## config.mk

```make
export PLATFORM = sky130hd
export DESIGN_NAME = ps2_keyboard_ctrl_flat
export DESIGN_NICKNAME = d
export VERILOG_FILES = /design/src/rtl/ps2_keyboard_ctrl_pkg.sv /design/src/rtl/ps2_keyboard_ctrl_if.sv /design/src/rtl/ps2_keyboard_ctrl_rx.sv /design/src/rtl/ps2_keyboard_ctrl.sv /design/src/flat_wrapper.sv
export SDC_FILE = /design/constraint.sdc
export NUM_CORES = 1
export LEC_CHECK = 0
export ABC_AREA = 1
export BUFFER_PORTS_ARGS = -buffer_cell sky130_fd_sc_hd__buf_2
export CORE_AREA = 2 2 138 140
export DETAILED_ROUTE_END_ITERATION = 8
export DIE_AREA = 0 0 140 142
export SYNTH_ARGS = -nofsm -noshare
export SYNTH_HDL_FRONTEND = slang
export SYNTH_HIERARCHICAL = 1
export SYNTH_SLANG_ARGS = --single-unit
```

## constraint.sdc

```tcl
create_clock -name clk -period 2.4 [get_ports clk]
set_input_delay 0.12 -clock clk [delete_from_list [all_inputs] [get_ports clk]]
set_output_delay 0.12 -clock clk [all_outputs]
set_load 0.02 [all_outputs]
```

## src/rtl/ps2_keyboard_ctrl_pkg.sv

```systemverilog
// Shared types, scan-code constants and the scan-code to ASCII table for the
// PS/2 keyboard front end. Shifted letters/digits are produced by lut() when
// its shift argument is set; the top only sets it in the SHIFT_CASE_EN build.
package ps2_pkg;

   typedef enum logic [1:0] {
      ST_IDLE    = 2'd0,
      ST_BRK     = 2'd1,
      ST_EXT     = 2'd2,
      ST_EXT_BRK = 2'd3
   } dec_state_t;

   localparam logic [7:0] PS2_BREAK  = 8'hF0;
   localparam logic [7:0] PS2_EXT    = 8'hE0;
   localparam logic [7:0] PS2_LSHIFT = 8'h12;
   localparam logic [7:0] PS2_RSHIFT = 8'h59;

   // Set-2 make code to ASCII; unmapped codes give 0x00.
   function automatic logic [7:0] lut(input logic [7:0] code, input logic shift);
      logic [7:0] a;
      case (code)
         8'h1C: a = 8'h61; 8'h32: a = 8'h62; 8'h21: a = 8'h63; 8'h23: a = 8'h64;
         8'h24: a = 8'h65; 8'h2B: a = 8'h66; 8'h34: a = 8'h67; 8'h33: a = 8'h68;
         8'h43: a = 8'h69; 8'h3B: a = 8'h6A; 8'h42: a = 8'h6B; 8'h4B: a = 8'h6C;
         8'h3A: a = 8'h6D; 8'h31: a = 8'h6E; 8'h44: a = 8'h6F; 8'h4D: a = 8'h70;
         8'h15: a = 8'h71; 8'h2D: a = 8'h72; 8'h1B: a = 8'h73; 8'h2C: a = 8'h74;
         8'h3C: a = 8'h75; 8'h2A: a = 8'h76; 8'h1D: a = 8'h77; 8'h22: a = 8'h78;
         8'h35: a = 8'h79; 8'h1A: a = 8'h7A;
         8'h45: a = 8'h30; 8'h16: a = 8'h31; 8'h1E: a = 8'h32; 8'h26: a = 8'h33;
         8'h25: a = 8'h34; 8'h2E: a = 8'h35; 8'h36: a = 8'h36; 8'h3D: a = 8'h37;
         8'h3E: a = 8'h38; 8'h46: a = 8'h39;
         8'h29: a = 8'h20; 8'h5A: a = 8'h0D; 8'h66: a = 8'h08; 8'h0D: a = 8'h09;
         default: a = 8'h00;
      endcase
      if (shift) begin
         case (a)
            8'h30: a = 8'h29; 8'h31: a = 8'h21; 8'h32: a = 8'h40; 8'h33: a = 8'h23;
            8'h34: a = 8'h24; 8'h35: a = 8'h25; 8'h36: a = 8'h5E; 8'h37: a = 8'h26;
            8'h38: a = 8'h2A; 8'h39: a = 8'h28;
            default: begin
               if (a >= 8'h61 && a <= 8'h7A) a = a - 8'h20;
               else a = a;
            end
         endcase
      end else begin
         a = a;
      end
      return a;
   endfunction

endpackage

```

## src/rtl/ps2_keyboard_ctrl_if.sv

```systemverilog
// Pin and display-side bundle of the PS/2 keyboard controller.
// master: the keyboard/display environment; slave: the controller.
interface ps2_keyboard_ctrl_if;
   logic       ps2_clk;
   logic       ps2_data;
   logic [7:0] make_code;
   logic [7:0] ascii;
   logic [7:0] count;
   logic       key_down;
   logic       frame_err;
   logic       overflow;

   modport master (
      output ps2_clk, ps2_data,
      input  make_code, ascii, count, key_down, frame_err, overflow
   );

   modport slave (
      input  ps2_clk, ps2_data,
      output make_code, ascii, count, key_down, frame_err, overflow
   );
endinterface

```

## src/rtl/ps2_keyboard_ctrl_rx.sv

```systemverilog
// PS/2 receiver: two-flop synchronizers, falling-edge detect on the synced
// clock, 11-bit deframing, start/stop/odd-parity check and mid-frame timeout.
// rx_valid / rx_err are one-cycle pulses on the cycle after the stop-bit edge.
module ps2_rx #(
   parameter int TIMEOUT_CYC = 50000
) (
   input  logic       clk,
   input  logic       rst,
   input  logic       ps2_clk,
   input  logic       ps2_data,
   output logic [7:0] rx_byte,
   output logic       rx_valid,
   output logic       rx_err
);
   localparam int TO_W = $clog2(TIMEOUT_CYC + 1);

   logic [1:0]      clk_sync_r, data_sync_r;
   logic            clk_prev_r;
   logic            fall_s;
   logic [3:0]      bit_cnt_r, bit_cnt_nx_s;
   logic [10:0]     frame_r, frame_nx_s, frame_shift_s;
   logic [TO_W-1:0] idle_cnt_r, idle_cnt_nx_s;
   logic [7:0]      byte_r, byte_nx_s;
   logic            valid_r, valid_nx_s, err_r, err_nx_s;
   logic            good_s;

   assign fall_s        = clk_prev_r & ~clk_sync_r[1];
   assign frame_shift_s = {data_sync_r[1], frame_r[10:1]};
   assign good_s        = ~frame_shift_s[0] & frame_shift_s[10] & (^frame_shift_s[9:1]);

   // Synchronize the pins (idle high) and keep one flop of clock history.
   always_ff @(posedge clk or posedge rst) begin
      if (rst) begin
         clk_sync_r  <= 2'b11;
         data_sync_r <= 2'b11;
         clk_prev_r  <= 1'b1;
      end else begin
         clk_sync_r  <= {clk_sync_r[0], ps2_clk};
         data_sync_r <= {data_sync_r[0], ps2_data};
         clk_prev_r  <= clk_sync_r[1];
      end
   end

   // Next-state for bit counter, shift register, idle timer and result pulses.
   always_comb begin
      bit_cnt_nx_s  = bit_cnt_r;
      frame_nx_s    = frame_r;
      idle_cnt_nx_s = idle_cnt_r;
      byte_nx_s     = byte_r;
      valid_nx_s    = 1'b0;
      err_nx_s      = 1'b0;
      if (fall_s) begin
         frame_nx_s    = frame_shift_s;
         idle_cnt_nx_s = '0;
         if (bit_cnt_r == 4'd10) begin
            bit_cnt_nx_s = 4'd0;
            if (good_s) begin
               valid_nx_s = 1'b1;
               byte_nx_s  = frame_shift_s[8:1];
            end else begin
               err_nx_s = 1'b1;
            end
         end else begin
            bit_cnt_nx_s = bit_cnt_r + 4'd1;
         end
      end else if (bit_cnt_r != 4'd0) begin
         if (idle_cnt_r == TO_W'(TIMEOUT_CYC - 1)) begin
            bit_cnt_nx_s  = 4'd0;
            idle_cnt_nx_s = '0;
         end else begin
            idle_cnt_nx_s = idle_cnt_r + TO_W'(1);
         end
      end else begin
         idle_cnt_nx_s = '0;
      end
   end

   // Deframer state registers.
   always_ff @(posedge clk or posedge rst) begin
      if (rst) begin
         bit_cnt_r  <= 4'd0;
         frame_r    <= 11'd0;
         idle_cnt_r <= '0;
         byte_r     <= 8'h00;
         valid_r    <= 1'b0;
         err_r      <= 1'b0;
      end else begin
         bit_cnt_r  <= bit_cnt_nx_s;
         frame_r    <= frame_nx_s;
         idle_cnt_r <= idle_cnt_nx_s;
         byte_r     <= byte_nx_s;
         valid_r    <= valid_nx_s;
         err_r      <= err_nx_s;
      end
   end

   assign rx_byte  = byte_r;
   assign rx_valid = valid_r;
   assign rx_err   = err_r;
endmodule

```

## src/rtl/ps2_keyboard_ctrl.sv

```systemverilog
// PS/2 keyboard controller top: receiver, byte FIFO and make/break decoder.
// Optional feature macro: SHIFT_CASE_EN (left/right shift tracking that
// switches ASCII to uppercase letters and shifted digit symbols).
module ps2_keyboard_ctrl
   import ps2_pkg::*;
#(
   parameter int FIFO_DEPTH  = 8,
   parameter int TIMEOUT_CYC = 50000
) (
   input logic clk,
   input logic rst,
   ps2_keyboard_ctrl_if.slave bus
);
   localparam int AW = $clog2(FIFO_DEPTH);
   localparam logic [AW:0] PTR_ONE = {{AW{1'b0}}, 1'b1};

   logic [7:0]  rx_byte_s;
   logic        rx_valid_s, rx_err_s;

   logic [7:0]  mem_r [FIFO_DEPTH];
   logic [AW:0] wr_ptr_r, rd_ptr_r;
   logic        full_s, empty_s, wr_en_s, pop_s;
   logic [7:0]  rd_byte_s;
   logic        overflow_r;

   // Decoder hold point; tied inactive in normal operation.
   logic        dec_stall_s;
   assign dec_stall_s = 1'b0;

   dec_state_t  state_r, state_nx_s;
   logic [7:0]  make_code_r, make_code_nx_s, ascii_r, ascii_nx_s, count_r, count_nx_s;
   logic        key_down_r, key_down_nx_s;
   logic        is_shift_s, shift_on_s;

   ps2_rx #(.TIMEOUT_CYC(TIMEOUT_CYC)) u_rx (
      .clk      (clk),
      .rst      (rst),
      .ps2_clk  (bus.ps2_clk),
      .ps2_data (bus.ps2_data),
      .rx_byte  (rx_byte_s),
      .rx_valid (rx_valid_s),
      .rx_err   (rx_err_s)
   );

   assign full_s    = (wr_ptr_r[AW] != rd_ptr_r[AW]) && (wr_ptr_r[AW-1:0] == rd_ptr_r[AW-1:0]);
   assign empty_s   = (wr_ptr_r == rd_ptr_r);
   assign wr_en_s   = rx_valid_s & ~full_s;
   assign pop_s     = ~empty_s & ~dec_stall_s;
   assign rd_byte_s = mem_r[rd_ptr_r[AW-1:0]];

   // FIFO storage; contents are don't-care until written.
   always_ff @(posedge clk) begin
      if (wr_en_s) mem_r[wr_ptr_r[AW-1:0]] <= rx_byte_s;
      else         mem_r[wr_ptr_r[AW-1:0]] <= mem_r[wr_ptr_r[AW-1:0]];
   end

   // FIFO pointers and sticky overflow on a dropped byte.
   always_ff @(posedge clk or posedge rst) begin
      if (rst) begin
         wr_ptr_r   <= '0;
         rd_ptr_r   <= '0;
         overflow_r <= 1'b0;
      end else begin
         if (wr_en_s) wr_ptr_r <= wr_ptr_r + PTR_ONE;
         if (pop_s)   rd_ptr_r <= rd_ptr_r + PTR_ONE;
         if (rx_valid_s && full_s) overflow_r <= 1'b1;
      end
   end

`ifdef SHIFT_CASE_EN
   logic shift_lf_r, shift_lf_nx_s, shift_rt_r, shift_rt_nx_s;

   assign is_shift_s = (rd_byte_s == PS2_LSHIFT) || (rd_byte_s == PS2_RSHIFT);
   assign shift_on_s = shift_lf_r | shift_rt_r;

   // Shift flags: set on make, cleared on break, in both plain and extended form.
   always_comb begin
      shift_lf_nx_s = shift_lf_r;
      shift_rt_nx_s = shift_rt_r;
      if (pop_s && rd_byte_s != PS2_BREAK) begin
         case (state_r)
            ST_IDLE, ST_EXT: begin
               if (rd_byte_s == PS2_LSHIFT) shift_lf_nx_s = 1'b1;
               else if (rd_byte_s == PS2_RSHIFT) shift_rt_nx_s = 1'b1;
               else shift_lf_nx_s = shift_lf_r;
            end
            ST_BRK, ST_EXT_BRK: begin
               if (rd_byte_s == PS2_LSHIFT) shift_lf_nx_s = 1'b0;
               else if (rd_byte_s == PS2_RSHIFT) shift_rt_nx_s = 1'b0;
               else shift_lf_nx_s = shift_lf_r;
            end
            default: shift_lf_nx_s = shift_lf_r;
         endcase
      end else begin
         shift_lf_nx_s = shift_lf_r;
      end
   end

   // Shift flag registers.
   always_ff @(posedge clk or posedge rst) begin
      if (rst) begin
         shift_lf_r <= 1'b0;
         shift_rt_r <= 1'b0;
      end else begin
         shift_lf_r <= shift_lf_nx_s;
         shift_rt_r <= shift_rt_nx_s;
      end
   end
`else
   assign is_shift_s = 1'b0;
   assign shift_on_s = 1'b0;
`endif

   // Decoder next state and output values for the popped byte.
   always_comb begin
      state_nx_s     = state_r;
      make_code_nx_s = make_code_r;
      ascii_nx_s     = ascii_r;
      count_nx_s     = count_r;
      key_down_nx_s  = key_down_r;
      if (pop_s) begin
         case (state_r)
            ST_IDLE, ST_EXT: begin
               if (rd_byte_s == PS2_BREAK) begin
                  state_nx_s = (state_r == ST_IDLE) ? ST_BRK : ST_EXT_BRK;
               end else if (state_r == ST_IDLE && rd_byte_s == PS2_EXT) begin
                  state_nx_s = ST_EXT;
               end else begin
                  state_nx_s = ST_IDLE;
                  if (is_shift_s || (key_down_r && rd_byte_s == make_code_r)) begin
                     make_code_nx_s = make_code_r;
                  end else begin
                     make_code_nx_s = rd_byte_s;
                     ascii_nx_s     = (state_r == ST_EXT) ? 8'h00 : lut(rd_byte_s, shift_on_s);
                     key_down_nx_s  = 1'b1;
                     count_nx_s     = count_r + 8'd1;
                  end
               end
            end
            ST_BRK, ST_EXT_BRK: begin
               state_nx_s = ST_IDLE;
               if (!is_shift_s && rd_byte_s == make_code_r) key_down_nx_s = 1'b0;
               else key_down_nx_s = key_down_r;
            end
            default: state_nx_s = ST_IDLE;
         endcase
      end else begin
         state_nx_s = state_r;
      end
   end

   // Decoder state and registered display outputs.
   always_ff @(posedge clk or posedge rst) begin
      if (rst) begin
         state_r     <= ST_IDLE;
         make_code_r <= 8'h00;
         ascii_r     <= 8'h00;
         count_r     <= 8'h00;
         key_down_r  <= 1'b0;
      end else begin
         state_r     <= state_nx_s;
         make_code_r <= make_code_nx_s;
         ascii_r     <= ascii_nx_s;
         count_r     <= count_nx_s;
         key_down_r  <= key_down_nx_s;
      end
   end

   assign bus.make_code = make_code_r;
   assign bus.ascii     = ascii_r;
   assign bus.count     = count_r;
   assign bus.key_down  = key_down_r;
   assign bus.frame_err = rx_err_s;
   assign bus.overflow  = overflow_r;
endmodule

```

## src/flat_wrapper.sv

```systemverilog
// flat-port wrapper written by rule: the top's interface ports become plain ports
module ps2_keyboard_ctrl_flat import ps2_pkg::*;
#(
   parameter int FIFO_DEPTH  = 8,
   parameter int TIMEOUT_CYC = 50000
)
  (clk, rst, bus_ps2_clk, bus_ps2_data, bus_make_code, bus_ascii, bus_count, bus_key_down, bus_frame_err, bus_overflow);
  ps2_keyboard_ctrl_if bus_i ();
  input logic clk;
  input logic rst;
  input wire logic [$bits(bus_i.ps2_clk)-1:0] bus_ps2_clk;
  input wire logic [$bits(bus_i.ps2_data)-1:0] bus_ps2_data;
  output wire logic [$bits(bus_i.make_code)-1:0] bus_make_code;
  output wire logic [$bits(bus_i.ascii)-1:0] bus_ascii;
  output wire logic [$bits(bus_i.count)-1:0] bus_count;
  output wire logic [$bits(bus_i.key_down)-1:0] bus_key_down;
  output wire logic [$bits(bus_i.frame_err)-1:0] bus_frame_err;
  output wire logic [$bits(bus_i.overflow)-1:0] bus_overflow;
  assign bus_i.ps2_clk = bus_ps2_clk;
  assign bus_i.ps2_data = bus_ps2_data;
  assign bus_make_code = bus_i.make_code;
  assign bus_ascii = bus_i.ascii;
  assign bus_count = bus_i.count;
  assign bus_key_down = bus_i.key_down;
  assign bus_frame_err = bus_i.frame_err;
  assign bus_overflow = bus_i.overflow;
  ps2_keyboard_ctrl #(.FIFO_DEPTH(FIFO_DEPTH), .TIMEOUT_CYC(TIMEOUT_CYC)) u_core (.clk(clk), .rst(rst), .bus(bus_i));
endmodule
```

* Yosys cells after proc, flatten, opt, wreduce, memory -nomap -nowiden *
Memories as Yosys holds them, arrays and structs flattened.
Index checks and enable logic that the tools add are counted.

operators by class
  add/subtract/negate cells = 5
  eq/ne operators = 16
  multiplexer cells = 28
  bitwise gates (word level) = 12
  reductions and logical operators = 16

operators by type and width
  cell                                            count
  2-to-1 mux 16 bit                               3
  2-to-1 mux 8 bit                                3
  adder 16 x 1 -> 16 bit (second input constant)  1
  equality test 16 bit (second input constant)    1
  equality test 8 bit (second input constant)     2
  2-to-1 mux 4 bit                                4
  2-to-1 mux 1 bit                                13
  adder 4 x 1 -> 4 bit (second input constant)    3
  AND reduction 5 bit                             2
  XOR reduction 9 bit                             1
  adder 8 x 1 -> 8 bit (second input constant)    1
  equality test 8 bit                             1
  inverter 1 bit                                  7
  2-to-1 mux 2 bit                                3
  != test 2 bit (second input constant)           3
  bitwise AND 1 bit                               4
  equality test 2 bit (second input constant)     2
  equality test 4 bit                             1
  equality test 4 bit (second input constant)     1
  logical AND 1 bit                               4
  case mux 2 bit (2 select lines)                 1
  AND reduction 2 bit                             2
  nonzero test 2 bit                              2
  nonzero test 4 bit                              1
  10 further kinds                                11

storage, ports and cells
  flip-flop bits (word level) = 82
  bits in writable memories = 64
  bits in read-only memories = 896
  output and inout bits = 27
  word-level logic and storage cells = 96
  memories = 2

memory list
  memory            depth  width  rd ports  clocked after memory_dff  write ports  RTL line                     text
  (name not given)  128    7      1         0                         0            ps2_keyboard_ctrl_pkg.sv:21  case (code)
  u_core.mem_r      8      8      1         0                         1            ps2_keyboard_ctrl.sv:20      logic [7:0] mem_r [FIFO_DEPTH];

* Depth between registers and ports, before layout *
Gate-level depths: netlist (run 1).

  depth after elaboration = 7
  gate-level depth with buffers = 20
  gate-level depth less buffers = 18

* Hierarchy *
Netlist (run 1), hierarchy kept.

modules (own cells, without submodules)
  module             times used  cells an instance  area an instance (µm²)
  ps2_keyboard_ctrl  1           664                5452.7
  ps2_rx             1           241                2185.8

* Least setup slack after synthesis (run 1) *
No wires, ideal clock.

  path kind = register to register
  start point = register u_core.rd_ptr_r[0]
  end point = register u_core.count_r[5], in the netlist u_core/bus.count[5]
  setup time = 0.065 ns
  data arrival time = 2.212 ns
  setup slack = 0.123 ns
  stages on the path, launching flop included = 19
  path buffers = 4
  clock period less this slack = 2.277 ns
  path through = dfrtp_1 > buf_6 > buf_4 > nor2_1 > nor2_1 > nand2_1 > nand3_1 > nand2_1 > ha_1 > nand2_1 > nor2_1 > nand3_2 > nand2_1 > nor2_2 > nand2_4 > buf_8 > buf_12 > nand2_2 > nand2_1

between the ends
  word-level cells in the longest chain between the ends = 5
  elaborated cells between the ends (all ways) = 12
  those cells by class = eq/ne (4); bitwise (4); reduce/logical (3); memory (1)

RTL lines
  what                                      RTL line                                            text
  from (decl)                               ps2_keyboard_ctrl.sv:21                             logic [AW:0] wr_ptr_r, rd_ptr_r;
  from (signal assigned)                    ps2_keyboard_ctrl.sv:65                             if (pop_s) rd_ptr_r <= rd_ptr_r + PTR_ONE;
  memory read (8 x 8 bit)                   n/a
  equality test 8 bit (on tied branches)    ps2_keyboard_ctrl.sv:126, ps2_keyboard_ctrl.sv:130
  logical AND 1 bit (on tied branches)      ps2_keyboard_ctrl.sv:126, ps2_keyboard_ctrl.sv:130
  inverter 1 bit (no source line)           n/a
  AND reduction 5 bit (no source line) (*)  n/a
  to (signal assigned)                      ps2_keyboard_ctrl.sv:164                            count_r <= count_nx_s;
  to (decl)                                 ps2_keyboard_ctrl.sv:31                             logic [7:0] make_code_r, make_code_nx_s, ascii_r, ascii_nx_s, count_r, count_nx_s;

Every way passes the cells marked *; elsewhere a longest branch is shown, timed or not.
A chain may end at the register's enable or synchronous reset.

* Worst setup path in the final report (run 1) *
  start point = register u_core.rd_ptr_r[0]
  end point = register u_core.make_code_r[6], in the netlist u_core/bus.make_code[6]

between the ends
  word-level cells in the longest chain between the ends = 5
  elaborated cells between the ends (all ways) = 12
  those cells by class = eq/ne (4); bitwise (4); reduce/logical (3); memory (1)

RTL lines
  what                                    RTL line                                            text
  memory read (8 x 8 bit)                 n/a
  equality test 8 bit (on tied branches)  ps2_keyboard_ctrl.sv:126, ps2_keyboard_ctrl.sv:130
  logical AND 1 bit (on tied branches)    ps2_keyboard_ctrl.sv:126, ps2_keyboard_ctrl.sv:130
  inverter 1 bit (no source line)         n/a
  AND reduction 5 bit (no source line)    n/a
  to (signal assigned)                    ps2_keyboard_ctrl.sv:162                            make_code_r <= make_code_nx_s;
  to (decl)                               ps2_keyboard_ctrl.sv:31

Several ways; a longest one is shown, not always the timed one.

==> impl_metrics.yaml, run 1 <==
worst_hold_path:
  hold_path_class: "input pin to async pin"
sta:
  max-slew-margin-rel_pct: 62.6
  finalCritPeriodShare_pct: 94.1
  fin_worst_skew_ps: 10.8
  final-max-slew-violation-count: 0
  hold_viol_final: 0
  post-route-min-period_ps: 2260
  fin_worst_hold_slack_ps: 244
  worst-slew-pin-transition_ps: 560
  clock.fmax_mhz: 443
  setup_viol: 0
grt:
  globalRouteOverflowTotal: 0
  number_of_global_route_vias_before_repair: 5612
  track_usage_pct: 17.4
  grt_max_degree: 36
  grt_first_pass_wirelength_um: 27600
  number_of_antenna_violations_at_the_first_check_in_global_routing: 0
synth:
  ys_ff_latch: 144
  synthesized_nets: 923
  synth_top_cells_by_area: "edfxtp_1, dfrtp_1, nand2_1"
  synth_enable_flop_cells: 64
  synth_cell_types: 43
  post_synth_most_frequent_cells: "nand2_1, inv_1, nand3_1, dfrtp_1, edfxtp_1"
  seq_area_frac_synth_pct: 51.4
  synth_largest_type_area_fraction_pct: 25.2
  ys_warn_count: 6
  synth_top_flop_cell: "dfrtp_1"
  syn_area_per_cell_um2: 8.44
  synth_most_common_cell: "nand2_1"
  synth_largest_area_cell: "edfxtp_1"
  post_synth_instance_area_mm2: 0.00764
  synth_async_sr_flop_share_pct: 55.6
  postSynthCellCount: 905
placed_design:
  gp_routability_congestion: 0.884
  placed_area_mm2: 0.00816
  dp.cells: 1176
  place.port_buffers: 29
  place.detailed.hpwl_um: 12000
worst_setup_path:
  crit_path_frequent_cell: "nand2_1"
  timing.critical_path.to_type: "register"
  worst-path-buf-inv: 5
  worstSetupStartpoint: "u_core/rd_ptr_r[0]$_DFFE_PP0P_"
  critical_path.max_fanout: 10
  cpPeakStageDelay_ps: 420
  r2r_slack_ps: 140
  timing.critical_path.max_delay_family: "simple AND/OR/NAND/NOR gates"
  timing.critical_path.arrival_ps: 2600
  cp_slowest_cell: "dfrtp_2"
  cp-start-kind: "register"
  cp_num_cells: 18
  crit_path_cell_trace: "buf_4, clkbuf_16, nand2_1, nand3_2, nand2_2, nand2_1, nand2_2, buf_6, nand2_1, nand2_1, nand2_2, nor2_4, nand3_2, nand2_4, buf_6, buf_4, nand2_1, o21ai_0"
  end_of_the_critical_path: "u_core/bus.make_code[6]$_DFFE_PP0P_"
  timing_worst_setup_path_type: "register to register"
  timing.critical_path.required_ps: 2740
  cells_on_worst_reg2reg_path: 18
  r2r_start: "u_core/rd_ptr_r[0]$_DFFE_PP0P_"
  rr_endpoint: "u_core/bus.make_code[6]$_DFFE_PP0P_"
finish:
  final_cells: 1226
  final_net_count: 997
  flow.area_growth_from_synthesis_pct: 20.6
  multi_input_area_mm2: 0.00323
  layout-drive-gt1-share_pct: 21.3
  number_of_fill_cells_in_the_layout: 1726
  antenna_cells_inserted: 0
  finish.instance_area_mm2: 0.00921
  seq_area_mm2: 0.00393
drt:
  wl_per_cell_um: 13.7
  detailedRoute.firstIterationViolations: 345
  drt-vias-per-instance: 4.79
  drt.antenna.violating_nets: 0
  via_count: 5869
  detail_route.wirelength_um: 16800
  detailedRoute.firstPassIterationCount: 6
  detail_route.drc_violations: 5
die:
  core_region_area_mm2: 0.0185
  floorplan.initialDensity_pct: 41.4
  floorplan.rows: 50
  die-width_um: 140
  floorplan.die_area_mm2: 0.0199
  num_io_pins: 31
  die_height_um: 142
clock_tree:
  cts_htree_levels: 4
  cts-root-to-sink-buffers: 2
  cts.clk_slew.worst_paths_ps: 60
  numCtsBuffers: 17
  cts_tree: "built"
  clkSinkCount: 144
  cts_root_buf: "clkbuf_16"
  worstSkewPairLatency_ps: 420
run_status:
  outcome: "finished, violations left"
  failed_checks: "DRC"
job:
  drv.max_cap_violation_count: 0
power:
  power.leakage_uw: 0.00445
  power.density_cell_area_mw_per_mm2: 1310
  vdd_ir_drop_max_mv: 0.629
## registers in the layout (all words and copies together), names as in the netlist, 2 cells and up
name and cells:
u_core/u_rx/idle_cnt_r 16, u_core/bus.make_code 8, u_core/u_rx/clk_sync_r 2, u_core/u_rx/data_sync_r 2
u_core/wr_ptr_r 4, u_core/rd_ptr_r 4, u_core/bus.count 8, u_core/bus.ascii 7
u_core/u_rx/frame_r 10, u_core/mem_r 64, u_core/state_r 2, u_core/u_rx/bit_cnt_r 4
u_core/u_rx/rx_byte 8
## worst min-delay path by stage
stage	cells past startpoint	end	slack (ps)
floorplan	0	u_core/u_rx/clk_sync_r[0]$_DFF_PP1_	120
global placement	2	u_core/u_rx/rx_valid$_DFF_PP0_	150
detailed placement	2	u_core/u_rx/rx_valid$_DFF_PP0_	150
CTS	3	u_core/u_rx/rx_valid$_DFF_PP0_	250
global route	3	u_core/u_rx/rx_valid$_DFF_PP0_	300
finish	3	u_core/u_rx/rx_valid$_DFF_PP0_	240
## power breakdown
| group | switching (uW) | internal [uW] |
|---|---|---|
| Sequential | 369 | 2920 |
| Combinational | 3770 | 2380 |
| Clock | 1100 | 1550 |
## kinds of logic after synthesis
family	Yosys count	share of synthesized area (%)
AO/OA/AOI/OAI	72	4.88
XOR/XNOR	22	2.52
adder cells (fa/ha/maj)	14	2.29
buffers and inverters	149	8.83
flip-flops	144	51.4
multiplexers	1	0.147
other	1	0.0491
AND/OR/NAND/NOR	502	29.8
## metal layers
metal / vias to the layer above / part of all wire (%) / track usage (%)
met4: 0 / 1.2 / 7.12
met2: 75 / 49 / 29.4
met1: 2733 / 47 / 22.4
li1: 3043 / - / -
met5: - / 0 / 0
met3: 18 / 2.7 / 2.86
## layout by cell type, fill, tap and decap left out, types with 2 or more instances in the layout
cell type,n
nand2_1,282
inv_1,114
dfrtp_1,74
nand3_1,73
edfxtp_1,64
nor2_1,44
o21ai_0,38
buf_2,30
buf_4,30
nand2_2,29
clkbuf_16,21
nand3_2,20
o21ai_1,15
xor2_1,14
nand4_1,13
a21oi_1,12
nor2_2,12
ha_1,11
buf_6,9
inv_6,8
inv_2,8
xnor2_1,8
nor2_4,6
nor3_1,6
nand2_4,5
dfstp_2,5
nand3_4,4
clkinvlp_4,3
dlygate4sd3_1,3
buf_12,3
inv_8,2
nand3b_1,2
o21ai_2,2
and2_1,2
ha_4,2
buf_8,2
## metrics by stage
stage               worst slack, ps  power [uW]  util, %  setup TNS, ps
global placement               18.9        8570     44.2              0
CTS                            4.62       11300     47.6              0
detailed placement             16.7        8570     44.2              0
floorplan                       123        7080        -              0
finish                          141       12100     49.9              0
global route                  -6.91       13000     49.9          -13.8
## worst register-to-register path: cells and delay by family, from the launching register on
| kind | cells | cell delay, ps |
|---|---|---|
| simple gates | 12 | 1060 |
| buf+inv | 5 | 660 |
| flops | 1 | 420 |
| compound gates | 1 | 60 |
## final cells by class
cell class	instances	share of cell area [%]
Multi-Input combinational cell	612	35.1
Sequential cell	144	42.7
Clock inverter	13	1.48
Clock buffer	19	5.04
Tap cell	234	3.18
Timing Repair Buffer	80	7.29
Inverter	124	5.28
## what timing repair did
item	4_1_cts	5_1_grt
setup buffers	0	11
hold buffers	3	0
gates resized for setup	0	82
endpoints found under the setup margin	0	72
hold endpoints to repair	54	0
No activity file was read; power rests on OpenSTA's default activity.
==> run 2: changes to the inputs <==
Clock period 2.4 ns to 2.83 ns, I/O delays scaled along.
==> run 2 against run 1 <==
  * The flow still finishes with violations (DRC)
  * Clock skew decreased by 0.55 ps
  * Global-route usage shrank 0.42 points
  * Non-clock buffer count fell by 25
  * Critical path depth decreased by 2
  * Register-to-register slack improved by 180 ps
  * Maximum frequency is 9.8% lower
  * Sequential power shrank 15%
  * Worst hold slack gained 110 ps
  * Largest cell class unchanged
  * Highest routed layer unchanged
==> impl_metrics.yaml, run 2 (synthesis results as in run 1) <==
run_status:
  outcome: "finished, violations left"
  failed_checks: "DRC"
drt:
  detail_route.wirelength_um: 15600
  drt.antenna.violating_nets: 0
  detailedRoute.firstPassIterationCount: 9
  drt-vias-per-instance: 4.80
  via_count: 5759
  wl_per_cell_um: 13.0
  detail_route.drc_violations: 5
  detailedRoute.firstIterationViolations: 312
sta:
  hold_viol_final: 0
  fin_setup_tns_ps: 0
  final-max-slew-violation-count: 0
  clock.fmax_mhz: 399
  finalCritPeriodShare_pct: 88.5
  setup_viol: 0
  worst-slew-pin-transition_ps: 921
  max-slew-margin-rel_pct: 38.5
  fin_worst_hold_slack_ps: 358
  fin_ws_ps: 325
  post-route-min-period_ps: 2500
  grt_setup_unrepaired: "false"
  fin_worst_skew_ps: 10.3
clock_tree:
  clkSinkCount: 144
  worstSkewPairLatency_ps: 420
  cts_htree_levels: 4
  cts_root_buf: "clkbuf_16"
  cts-root-to-sink-buffers: 2
  cts.clk_slew.worst_paths_ps: 60
  cts_tree: "built"
  numCtsBuffers: 17
power:
  vdd_ir_drop_max_mv: 0.551
  power.leakage_uw: 0.00425
  power.density_cell_area_mw_per_mm2: 1060
grt:
  number_of_global_route_vias_before_repair: 5521
  globalRouteOverflowTotal: 0
  grt_first_pass_wirelength_um: 26900
  number_of_antenna_violations_at_the_first_check_in_global_routing: 0
  track_usage_pct: 17.0
  grt_max_degree: 46
finish:
  final_cells: 1201
  layout-drive-gt1-share_pct: 14.7
  layout_common_cells: "nand2_1, inv_1, nand3_1, dfrtp_1, edfxtp_1"
  finish.instance_area_mm2: 0.00870
  largest_register_ff_count: 64
  antenna_cells_inserted: 0
  final_net_count: 972
  flow.area_growth_from_synthesis_pct: 13.9
  layout_commonest_cell: "nand2_1"
worst_hold_path:
  timing.hold.worst_path_depth: 0
  hold_path_class: "register to register"
placed_design:
  preCtsSetupSlack_ps: 245
  place.detailed.hpwl_um: 11400
  place.port_buffers: 29
  placed_area_mm2: 0.00806
  gp_routability_congestion: 0.931
  dp.cells: 1166
worst_setup_path:
  timing.critical_path.arrival_ps: 2860
  critical_path.max_fanout: 22
  cp-start-kind: "register"
  cells_on_worst_reg2reg_path: 16
  timing.critical_path.required_ps: 3190
  timing_worst_setup_path_type: "register to register"
  timing.critical_path.to_type: "register"
die:
  floorplan.rows: 50
  num_io_pins: 31
  core_region_area_mm2: 0.0185
  die_height_um: 142
  floorplan.initialDensity_pct: 41.4
  floorplan.die_area_mm2: 0.0199
  die-width_um: 140
job:
  drv.max_cap_violation_count: 0
-- run 2: cell count changes in the layout (fill, tap and decap cells not counted), sizes merged --
cell,delta
inv,-7
clkbuf,+3
buf,-22
clkinv,+3
clkinvlp,-2
-- run 2: what timing repair did --
item | in CTS | in global routing
resized for setup | 0 | 3
setup endpoints to repair | 0 | 12
hold buffers | 3 | 0
endpoints found under the hold margin | 77 | 0
setup buffers | 0 | 0
-- run 2: area by class of cell --
type                       instances  area [um2]
clock buffer                      25         528
sequential                       144        3930
tap                              234         293
clock inverter                     7        68.8
inverter                         124         473
timing repair buffer              55         364
fill                            1785        9760
multi-input combinational        612        3040
-- run 2: worst max-delay path, cell delays in order, from the launching register on --
cell	delay, ps
dfrtp_1	390
buf_12	160
nor2_1	100
nor2_1	40
o21ai_0	80
nand3_1	120
nand2_2	180
ha_1	210
nand2_1	70
nor2_1	230
nand3_2	120
nand2_1	110
nor2_2	60
nand2_4	210
buf_4	250
nand2_2	60
nand2_1	60
-- run 2: final timing paths --
path,startpoint,end,slack [ps]
worst max-delay path,u_core/rd_ptr_r[0]$_DFFE_PP0P_,u_core/bus.ascii[2]$_DFFE_PP0P_,330
worst min-delay path,u_core/u_rx/data_sync_r[0]$_DFF_PP1_,u_core/u_rx/data_sync_r[1]$_DFF_PP1_,360
worst max register to register,u_core/rd_ptr_r[0]$_DFFE_PP0P_,u_core/bus.ascii[2]$_DFFE_PP0P_,330
worst min register to register,u_core/u_rx/data_sync_r[0]$_DFF_PP1_,u_core/u_rx/data_sync_r[1]$_DFF_PP1_,360
max in group asynchronous,rst,u_core/u_rx/frame_r[5]$_DFFE_PP0P_,1750
min in group asynchronous,rst,u_core/wr_ptr_r[1]$_DFFE_PP0P_,390
-- run 2: stage by stage --
step | total power [uW] | utilization [%]
global route | 10000 | 47.1
global placement | 7000 | 43.7
finish | 9190 | 47.1
CTS | 9240 | 47.1
detailed placement | 6990 | 43.7
floorplan | 6010 | -
-- run 2: routing by layer --
layer / vias up / wire [um] / GRT usage (%)
li1: 2986 / - / -
met1: 2627 / 7300 / 21.7
met2: 115 / 7300 / 27.8
met3: 31 / 635 / 4.31
met4: 0 / 367 / 6.70
met5: - / 0 / 0
-- run 2: power by group --
part	leakage (uW)	switching (uW)	internal [uW]
logic	0.00245	2810	1380
clock network	0.000294	830	1380
registers	0.00150	315	2470
total	0.00425	3950	5240
==> run 3: changes to the inputs <==
==> constraint.sdc (replaced) <==
create_clock -name clk -period 2.83 [get_ports clk]
set_input_delay 0.4245 -clock clk [delete_from_list [all_inputs] [get_ports clk]]
set_output_delay 0.4245 -clock clk [all_outputs]
set_load 0.02 [all_outputs]
==> run 3 against run 2 <==
  * Critical path depth is the same
  * Sequential share of layout area grew 0.059 points
  * Global-route usage shrank 0.12 points
  * Clock-buffer cell count shrank 3
  * Clock skew shrank 2.9 ps
  * Core utilization shrank 0.061 points
  * Maximum frequency shrank 0.23%
  * Highest routed layer unchanged
  * The flow still finishes with violations (DRC)
  * First-iteration DRC count shrank 12%
  * Final cell count shrank 0.25%
  * Via count shrank 0.82%
==> impl_metrics.yaml, run 3 (synthesis results as in run 1) <==
run_status:
  outcome: "finished, violations left"
  failed_checks: "DRC"
clock_tree:
  cts.clk_slew.worst_paths_ps: 60
  cts_tree: "built"
  cts_htree_levels: 4
  cts_root_buf: "clkbuf_16"
  cts-root-to-sink-buffers: 2
  worstSkewPairLatency_ps: 420
  clkSinkCount: 144
  numCtsBuffers: 17
  cts_hold_buf: 0
  buffers_inserted_by_post_cts_timing_repair: 0
finish:
  number_of_fill_cells_in_the_layout: 1765
  multi_input_area_mm2: 0.00304
  largest_register_ff_count: 64
  layout-drive-gt1-share_pct: 14.5
  final_net_count: 969
  layout_commonest_cell: "nand2_1"
  antenna_cells_inserted: 0
  seq_area_mm2: 0.00393
  layout_common_cells: "nand2_1, inv_1, nand3_1, dfrtp_1, edfxtp_1"
  flow.area_growth_from_synthesis_pct: 13.7
power:
  power.density_cell_area_mw_per_mm2: 1070
  power.leakage_uw: 0.00424
  vdd_ir_drop_max_mv: 0.500
die:
  die-width_um: 140
  core_region_area_mm2: 0.0185
  floorplan.die_area_mm2: 0.0199
  floorplan.rows: 50
  die_height_um: 142
  floorplan.initialDensity_pct: 41.4
  num_io_pins: 31
worst_hold_path:
  hold_path_class: "input pin to async pin"
placed_design:
  preCtsSetupSlack_ps: 230
  place.port_buffers: 29
  gp_routability_congestion: 0.923
  place.detailed.hpwl_um: 11300
drt:
  via_count: 5712
  drt-vias-per-instance: 4.77
  detail_route.wirelength_um: 15600
  detailedRoute.firstIterationViolations: 274
  detail_route.drc_violations: 5
  drt.antenna.violating_nets: 0
  detailedRoute.firstPassIterationCount: 7
  wl_per_cell_um: 13.0
worst_setup_path:
  cp-start-kind: "register"
  worstSetupStartpoint: "u_core/rd_ptr_r[0]$_DFFE_PP0P_"
  timing_worst_setup_path_type: "register to register"
  timing.critical_path.arrival_ps: 2870
  critical_path.max_fanout: 22
  timing.critical_path.required_ps: 3190
  timing.critical_path.to_type: "register"
  r2r_start: "u_core/rd_ptr_r[0]$_DFFE_PP0P_"
sta:
  clock.fmax_mhz: 398
  final-max-slew-violation-count: 0
  finalCritPeriodShare_pct: 88.7
  max-slew-margin-rel_pct: 36.8
  grt_setup_unrepaired: "false"
  fin_ws_ps: 319
  fin_worst_skew_ps: 7.42
  worst-slew-pin-transition_ps: 948
  fin_setup_tns_ps: 0
  hold_viol_final: 0
  post-route-min-period_ps: 2510
  setup_viol: 0
grt:
  grt_first_pass_wirelength_um: 26700
  globalRouteOverflowTotal: 0
  grt_max_degree: 46
  number_of_antenna_violations_at_the_first_check_in_global_routing: 0
  number_of_global_route_vias_before_repair: 5479
  track_usage_pct: 16.8
job:
  drv.max_cap_violation_count: 0
==> run 3: cell count changes in the layout (fill, tap and decap cells not counted) <==
cell,delta
inv_4,-2
clkinvlp_4,+1
clkinv_1,+1
clkbuf_1,+1
clkinv_2,-1
clkbuf_8,-2
clkbuf_16,-2
inv_6,+1
dlygate4sd3_1,-3
bufinv_16,+3
==> run 3: critical path, cell delays in order (launching register included) <==
cell	delay, ps
dfrtp_1	400
buf_12	160
nor2_1	100
nor2_1	40
o21ai_0	80
nand3_1	120
nand2_2	180
ha_1	210
nand2_1	70
nor2_1	220
nand2_1	110
nand2_1	110
nor2_2	50
nand2_4	200
buf_4	260
nand2_2	60
nand2_1	60
==> run 3: timing repair <==
action / 4_1_cts / 5_1_grt
gates resized for setup: 0 / 3
hold endpoints to repair: 0 / 0
setup endpoints to repair: 0 / 12
==> run 3: metrics by stage <==
step                hold WS, ps  total power, uW  util [%]  instance area (um2)  instances
floorplan                   345             6010         -                 7640        905
global placement            345             7000      43.7                 8060       1166
detailed placement          347             6980      43.7                 8060       1166
CTS                        70.3             9340      47.0                 8680       1198
global route               77.4            10100      47.1                 8690       1198
finish                     72.6             9300      47.1                 8690       1198
==> run 3: final cells by class <==
type	count	area share, %
clock buffer	22	5.23
clock inverter	10	1.86
inverter	124	5.44
multi-input combinational	612	35.0
sequential	144	45.2
tap	234	3.37
timing repair buffer	52	3.85
==> run 3: report_power, final <==
| part | leakage (uW) | total, uW | internal [uW] | switching (uW) |
|---|---|---|---|---|
| Clock | 0.000292 | 2320 | 1500 | 826 |
| Sequential | 0.00150 | 2780 | 2470 | 312 |
| Combinational | 0.00244 | 4190 | 1380 | 2810 |
==> run 3: final timing paths <==
check,end,slack [ps],cells after the start
worst max register to register,u_core/bus.ascii[2]$_DFFE_PP0P_,320,16
worst min register to register,u_core/u_rx/clk_sync_r[1]$_DFF_PP1_,350,0
min in group clk,u_core/u_rx/clk_sync_r[0]$_DFF_PP1_,100,1
worst min-delay path,u_core/wr_ptr_r[1]$_DFFE_PP0P_,70,2
max in group asynchronous,u_core/u_rx/rx_byte[3]$_DFFE_PP0P_,2000,2
worst max-delay path,u_core/bus.ascii[2]$_DFFE_PP0P_,320,16
==> run 3: layer usage <==
layer	global-route usage (%)	part of all wire [%]
met5	0	0
met4	5.58	1.8
met3	3.84	3.9
met2	28.1	48
met1	21.9	46
